## config.mk

```make
export PLATFORM = sky130hd
export DESIGN_NAME = twiddle_apply_s3
export DESIGN_NICKNAME = d
export VERILOG_FILES = /design/src/rtl/fft_pkg.sv /design/src/rtl/twiddle_apply_s3_mult.sv /design/src/rtl/twiddle_apply_s3.sv
export SDC_FILE = /design/constraint.sdc
export NUM_CORES = 2
export LEC_CHECK = 0
export ABC_AREA = 1
export CAP_MARGIN = 20
export CORE_ASPECT_RATIO = 0.9
export CORE_MARGIN = 5
export CORE_UTILIZATION = 25
export CTS_BUF_LIST = sky130_fd_sc_hd__clkbuf_8 sky130_fd_sc_hd__clkbuf_16
export DETAILED_ROUTE_END_ITERATION = 16
export GPL_TIMING_DRIVEN = 0
export RECOVER_POWER = 25
export SLEW_MARGIN = 0
export SYNTH_ARGS = -nofsm -noshare
export SYNTH_HDL_FRONTEND = slang
export SYNTH_SLANG_ARGS = --single-unit
```

## constraint.sdc

```tcl
create_clock -name clk -period 7.2 [get_ports clk]
set_clock_uncertainty 0.05 [all_clocks]
set_input_delay 1.44 -clock clk [delete_from_list [all_inputs] [get_ports clk]]
set_output_delay 1.44 -clock clk [all_outputs]
set_load 0.02 [all_outputs]
```

## src/rtl/fft_pkg.sv

```systemverilog
// fft_pkg: shared widths, rounding constants and saturation helper for the FFT datapath
package fft_pkg;
    localparam int DW          = 16;
    localparam int TW          = 9;
    localparam int ADDRW       = 6;
    localparam int ROUND_CONST = 128;
    localparam int FRAC_BITS   = 8;
    localparam int PW          = DW + TW + 2;

    typedef logic signed [DW-1:0] data_t;
    typedef logic signed [PW-1:0] prod_t;
    typedef struct packed {
        data_t re;
        data_t im;
    } cplx_t;

    localparam prod_t SAT_MAX = prod_t'((2 ** (DW - 1)) - 1);
    localparam prod_t SAT_MIN = prod_t'(-(2 ** (DW - 1)));

    function automatic data_t sat_dw(input prod_t y);
        return y > SAT_MAX ? data_t'(SAT_MAX) : y < SAT_MIN ? data_t'(SAT_MIN) : data_t'(y);
    endfunction
endpackage

```

## src/rtl/twiddle_apply_s3_mult.sv

```systemverilog
// cmplx_mult_rnd: complex multiply by (optionally conjugated) twiddle, then round and saturate
module cmplx_mult_rnd
    import fft_pkg::*;
(
    input  logic              clk,
    input  logic              rst_n,
    input  logic              in_valid,
    input  logic              in_last,
    input  logic              inv,
    input  data_t             a,
    input  data_t             b,
    input  logic [2*TW-1:0]   w,
    output logic              out_valid,
    output logic              out_last,
    output data_t             out_re,
    output data_t             out_im
);
    logic signed [TW:0] c, d;
    prod_t p_re, p_im, y_re, y_im;
    logic v2, l2;

    // widen before negating so conjugating -256 yields +256 instead of wrapping
    assign c = {w[2*TW-1], w[2*TW-1:TW]};
    assign d = inv ? -{w[TW-1], w[TW-1:0]} : {w[TW-1], w[TW-1:0]};
    assign y_re = (p_re + prod_t'(ROUND_CONST)) >>> FRAC_BITS;
    assign y_im = (p_im + prod_t'(ROUND_CONST)) >>> FRAC_BITS;

    // multiply stage: full-precision products
    always_ff @(posedge clk or negedge rst_n) begin
        if (!rst_n) begin
            v2   <= 1'b0;
            l2   <= 1'b0;
            p_re <= '0;
            p_im <= '0;
        end else begin
            v2   <= in_valid;
            l2   <= in_last;
            p_re <= prod_t'(a) * prod_t'(c) - prod_t'(b) * prod_t'(d);
            p_im <= prod_t'(a) * prod_t'(d) + prod_t'(b) * prod_t'(c);
        end
    end

    // output stage: round half up, saturate, hold when idle
    always_ff @(posedge clk or negedge rst_n) begin
        if (!rst_n) begin
            out_valid <= 1'b0;
            out_last  <= 1'b0;
            out_re    <= '0;
            out_im    <= '0;
        end else begin
            out_valid <= v2;
            out_last  <= v2 & l2;
            if (v2) begin
                out_re <= sat_dw(y_re);
                out_im <= sat_dw(y_im);
            end
        end
    end
endmodule

```

## src/rtl/twiddle_apply_s3.sv

```systemverilog
// twiddle_apply_s3: stage-3 twiddle applicator, drives omega ROM and scales each sample
module twiddle_apply_s3
    import fft_pkg::*;
(
    input  logic              clk,
    input  logic              rst_n,
    input  logic              frame_start,
    input  logic              inv,
    input  logic              din_valid,
    input  data_t             din_re,
    input  data_t             din_im,
    output logic [ADDRW-1:0]  rom_addr,
    input  logic [2*TW-1:0]   rom_data,
    output logic              dout_valid,
    output data_t             dout_re,
    output data_t             dout_im,
    output logic              dout_last
);
    logic [ADDRW-1:0] cnt, idx;
    logic s1_valid, s1_last, s1_inv;
    cplx_t s1_d;

    assign idx = frame_start ? '0 : cnt;
    assign rom_addr = idx;

    // sample index counter; frame_start only takes effect with a valid sample
    always_ff @(posedge clk or negedge rst_n) begin
        if (!rst_n)
            cnt <= '0;
        else if (din_valid)
            cnt <= idx + ADDRW'(1);
    end

    // align sample with the registered ROM word
    always_ff @(posedge clk or negedge rst_n) begin
        if (!rst_n) begin
            s1_valid <= 1'b0;
            s1_last  <= 1'b0;
            s1_inv   <= 1'b0;
            s1_d     <= '0;
        end else begin
            s1_valid <= din_valid;
            s1_last  <= &idx;
            s1_inv   <= inv;
            s1_d     <= '{re: din_re, im: din_im};
        end
    end

    cmplx_mult_rnd u_mult (
        .clk       (clk),
        .rst_n     (rst_n),
        .in_valid  (s1_valid),
        .in_last   (s1_last),
        .inv       (s1_inv),
        .a         (s1_d.re),
        .b         (s1_d.im),
        .w         (rom_data),
        .out_valid (dout_valid),
        .out_last  (dout_last),
        .out_re    (dout_re),
        .out_im    (dout_im)
    );
endmodule

```

# ---- Yosys cells after proc, flatten, opt, wreduce, memory -nomap -nowiden
# Index checks and enable logic that the tools add are counted.
dict set report op_classes {
  addsub 6
  mul 4
  order_cmp 4
  muxes 6
  n_bitwise 1
  n_reduce_logical 1
}
# cell count
set op_table {}
lappend op_table {{$mux W16} 4}
lappend op_table {{$add A27 B9 Y27 const B} 2}
lappend op_table {{$mul A16 B10 Y26} 2}
lappend op_table {{$mul A16 B9 Y25} 2}
lappend op_table {{$gt A19 B16 Y1 const B} 2}
lappend op_table {{$lt A19 B16 Y1 const B} 2}
lappend op_table {{$add A27 B27 Y27} 1}
lappend op_table {{$sub A27 B27 Y27} 1}
lappend op_table {{$mux W10} 1}
lappend op_table {{$neg A10 Y10} 1}
lappend op_table {{$add A6 B1 Y6 const B} 1}
lappend op_table {{$mux W6} 1}
lappend op_table {{$reduce_and A6 Y1} 1}
lappend op_table {{$and A1 B1 Y1} 1}
dict set report totals {
  reg_bits 131
  inputBits 55
  output_inout_bits 40
  word_cells 36
}

# ---- Longest topological paths before layout
dict set report depth {
  word_depth 4
  ltp_mapped 42
  ltp_nobuf 39
}

# ---- Cells and area by module
# A second synthesis with hierarchy kept.
dict set report unflattened {
  hier_cells 3346
  hier_area_um2 27654.0
}
# mod n_inst cells_each area_per_inst_um2 seq_area_each_um2
set modules_own_cells {}
lappend modules_own_cells {cmplx_mult_rnd 1 3250 26390.3 1901.8}
lappend modules_own_cells {twiddle_apply_s3 1 96 1263.7 1026.0}

# ---- Least setup slack after synthesis
# Ideal clock, no wire load.
dict set report synth_timing {
  path_type {input to register}
  from {input rom_data[0]}
  to {register u_mult.p_im[25]}
  setup_ns 0.117
  arrival_time_ns 8.089
  required_time_ns 7.033
  slack_ns -1.056
  cell_stages 35
  n_path_buf 3
  cell_sequence {buf_2 > clkbuf_1 > inv_1 > ha_1 > nand2_1 > nor3_1 > nand2_1 > nand2_1 > or2_2 > nand2_1 > clkbuf_1 > nand2_1 > fa_1 > inv_1 > fa_1 > fa_1 > fa_1 > inv_1 > fa_1 > inv_1 > ha_1 > a21oi_1 > o21ai_0 > a21oi_1 > o21ai_0 > a21oi_1 > xnor2_1 > ha_1 > nand2_1 > nor2_1 > inv_1 > nor4_1 > o21ai_0 > nand4_1 > nand2_1}
}
dict set report synth_via {
  elab_chain_len 4
}
# item line
set synth_lines {}
lappend synth_lines {{from (decl)} twiddle_apply_s3.sv:13} ;# input logic [2*TW-1:0] rom_data,
lappend synth_lines {{$neg A10 Y10} twiddle_apply_s3_mult.sv:24} ;# assign d = inv ? -{w[TW-1], w[TW-1:0]} : {w[TW-1], w[TW-1:0]};
lappend synth_lines {{$mux W10 *} twiddle_apply_s3_mult.sv:24}
lappend synth_lines {{$mul A16 B10 Y26 *} twiddle_apply_s3_mult.sv:39} ;# p_im <= prod_t'(a) * prod_t'(d) + prod_t'(b) * prod_t'(c);
lappend synth_lines {{$add A27 B27 Y27 *} twiddle_apply_s3_mult.sv:39}
lappend synth_lines {{to (signal assigned)} twiddle_apply_s3_mult.sv:39}
lappend synth_lines {{to (decl)} twiddle_apply_s3_mult.sv:19} ;# prod_t p_re, p_im, y_re, y_im;
# Mark *: on every way between the ends. The rest lies on a longest branch, timed or not.
# A chain may end at the register's enable or synchronous reset.

# ---- Final worst setup path
dict set report layout_timing {
  from {input rom_data[0]}
  to {register u_mult.p_re[24]}
}
dict set report layout_via {
  elab_chain_len 4
}
# item line
set layout_lines {}
lappend layout_lines {{$neg A10 Y10} twiddle_apply_s3_mult.sv:24}
lappend layout_lines {{$mux W10 *} twiddle_apply_s3_mult.sv:24}
lappend layout_lines {{$mul A16 B10 Y26 *} twiddle_apply_s3_mult.sv:38} ;# p_re <= prod_t'(a) * prod_t'(c) - prod_t'(b) * prod_t'(d);
lappend layout_lines {{$sub A27 B27 Y27 *} twiddle_apply_s3_mult.sv:38}
lappend layout_lines {{to (signal assigned)} twiddle_apply_s3_mult.sv:38}
lappend layout_lines {{to (decl)} twiddle_apply_s3_mult.sv:19}
# Marks and branches as above.

==> results.md <==
* Number of synthesized register bits at 117
* TritonRoute pass-1 iters at 6
* Worst setup SP type: input port
* Top-count cell post-synth: nand2_1
* Root Driver: clkbuf_16
* WL/cell at 16.9 um
* Initial antenna violation count at 2
* Placed Instances at ~5.6k
* Top_reg_cell synth: dfrtp_1
* Critical path endpoint category: register
* CP Class: in -> reg
* Clock Path Buffers at 2
* Global routing usage on met3 at under 10%
* GPL Wtd Cong at 0.932
* Violated checks: capacitance limit, slew limit, setup timing
* Max Freq at about 0.13 GHz
* Clock transition at path regs at 0.05 ns
* Post-DRT Antenna Nets at 0
* Top cells by count, synth: nand2_1 (975), inv_1 (924), fa_1 (516)
* Clock Latency Late Sink at 0.51 ns
* Layout cell share with drive strength beyond 1 at between 10% and 20%
* Status: finished, violations left
* Starting Density at 25.2%
* Die span in x at 375 um
* Total number of vias at 26.3k
* Final setup viols at 29
* CTS Buf Count at 17
* GRT busiest layer: met2
* DP Area at 33,900 um2
* Multi-input combinational cell area at between 20,000 and 30,000 um2
* # H-tree levels at 4
* Filler cells at 12.4k
* Data arrival, critical path at 8.01 ns
* Netlist Area Pre-Place at 30,000 um2
* Placeable Area at 119,000 um2
* CTS tree: built
* Final HPWL DP at 80.1 mm
* Worst path max stage delay at 0.57 ns
* Syn avg cell area at approximately 7.6 um2
* CP max stage cell: fa_1
* Synth top area share at between 30% and 40%
* Worst hold path type: reg -> reg
* Yosys synthesis warning count at 0
* Syn_nets at 4,794
* Synthesis-to-finish area growth at 28.6%
* Met2 GRT Util at between 20% and 30%
* Hold path start: s1_last
* Die area at 127,000 um2
* Initial DRC count at 2,176
* Die Ht at between 300 and 400 um
* Mapped Cells at 3,941
* Clock Sinks at 117
* Worst r2r src: s1_d[27]
* Max_cap viols at 1
* Global Route met1 Usage at 22.5%
* Global-route wire length before repair at 151 mm
* Setup WS post-layout at -0.479 ns
* Worst-Margin Slew at between 3 and 4 ns
* Drt total wl at 98.3 mm
* DR vias/cell at 4.53
* Final min period at 7.68 ns
* Synth cell types at just over 40
* DRC at 0
* WP data required at 7.53 ns
* Setup WS pre-CTS at -2.35 ns
* Hold slack at 0.300 ns
* Post-synth EDFFs at 0
* Async SR Flop Fraction at 100%
* # rows at 120
* Top cells by area, synth: fa_1 (34%), nand2_1 (12%), ha_1 (12%), inv_1 (12%), dfrtp_1 (9.8%)
* Final hold vios at 0
* Crit-path most repeated cell: fa_1
* GRT overflow at 0
* Post-synthesis sequential area ratio at roughly 10%
* Unrepaired setup endpoints after global routing: true
* Final Cell Area at 38,600 um2
* Slew margin rel. at -138%
* Sequential cell area at 2930 um2
* Port Buffer Count at 92
* Vias in the first global route at 26.4k
* Final net count at 5,061
* Pins Over Slew Limit at 58
* Crit share post-route at 107%
* Crit path launch: rom_data[0]
* Synth area leader: fa_1
* GR Util All Layers at between 10% and 20%
* Final Instance Count excl. Fillers at 5,807
* Largest net degree at the start of global routing at 61
* I/O pins at 95
* Crit-path max FO at 9
==> flip-flops by register name (all words and copies together), names as in the netlist <==
signal	flops
s1_last	1
u_mult.out_last	1
u_mult.v2	1
u_mult.p_re	20
cnt	6
s1_d	32
u_mult.p_im	20
u_mult.out_valid	1
u_mult.out_im	16
s1_inv	1
u_mult.out_re	16
u_mult.l2	1
s1_valid	1
==> per-layer routing <==
metal  wire length, um  share of wire [%]
met1             45300                 46
met2             41700                 42
met3             10000                 10
met4              1290                1.3
met5                 0                  0
==> cell families (layout without fill, tap and decap cells) <==
logic type               after synthesis  after routing  share of synthesized area [%]
other                                  0              1                              0
buffers and inverters               1051           1330                           13.3
XOR/XNOR                             163            163                           4.76
AND/OR/NAND/NOR                     1499           1499                           20.3
AO/OA/AOI/OAI                        313            313                           5.72
adder cells (fa/ha/maj)              798            798                           46.2
flip-flops                           117            117                           9.75
==> placed cells by master (no fill, tap or decap), drive strengths merged, types with 5 or more instances in the layout <==
| cell type | n |
|---|---|
| nand2 | 988 |
| inv | 934 |
| fa | 516 |
| nor2 | 342 |
| ha | 282 |
| buf | 180 |
| a21oi | 154 |
| dfrtp | 117 |
| clkbuf | 116 |
| o21ai | 104 |
| xor2 | 100 |
| nand3 | 87 |
| xnor2 | 63 |
| clkdlybuf4s50 | 47 |
| nand4 | 29 |
| dlygate4sd3 | 28 |
| nor3 | 26 |
| a21o | 18 |
| nor4 | 14 |
| o21bai | 10 |
| dlygate4sd2 | 10 |
| clkinvlp | 7 |
| a31oi | 7 |
| o31ai | 5 |
| o21a | 5 |
| a21boi | 5 |
==> per-stage QoR <==
stage	TNS (ns)	utilization (%)
3_3_place_gp	-172.28	28.4
5_1_grt	-15.10	32.4
4_1_cts	-4.26	31.4
6_report	-8.59	32.4
3_5_place_dp	-71.44	28.5
2_1_floorplan	-3.47	-
==> path summary, 6_finish.rpt <==
| kind | endpoint | slack (ns) | cells after the start |
|---|---|---|---|
| max | u_mult.p_re[24] | -0.48 | 36 |
| max in group asynchronous | s1_d[27] | 2.95 | 1 |
| min | u_mult.l2 | 0.30 | 0 |
| max reg2reg | u_mult.p_re[26] | 0.12 | 29 |
| min reg2reg | u_mult.l2 | 0.30 | 0 |
| min in group asynchronous | u_mult.out_re[8] | 2.11 | 1 |
==> worst max-delay path, delay by kind of cell <==
| family | cells | cell delay [ns] |
|---|---|---|
| xor gates and xnor gates | 1 | 0.17 |
| buffers and inverters | 8 | 0.79 |
| and+or+nand+nor | 14 | 1.59 |
| adders and majority gates | 8 | 3.23 |
| AOI/OAI and AO/OA | 5 | 0.74 |
==> final cells by class <==
cell class / instances / share of cell area [%]
antenna: 1 / 0.00648
buffer: 118 / 2.14
clock buffer: 18 / 1.14
clock inverter: 13 / 0.350
inverter: 933 / 9.26
multi-input combinational: 2773 / 68.4
sequential: 117 / 7.59
tap: 1586 / 5.14
timing repair buffer: 248 / 5.98
==> repair_timing <==
item,4_1_cts,5_1_grt
gates cloned,4,1
hold buffers,0,0
endpoints found under the setup margin,40,36
resized for setup,458,197
pin swaps,136,135
setup buffers,105,47
Power is left out: the tool's default activity adds up to more than one toggle a clock period on the data nets, which glitch-free logic cannot reach.
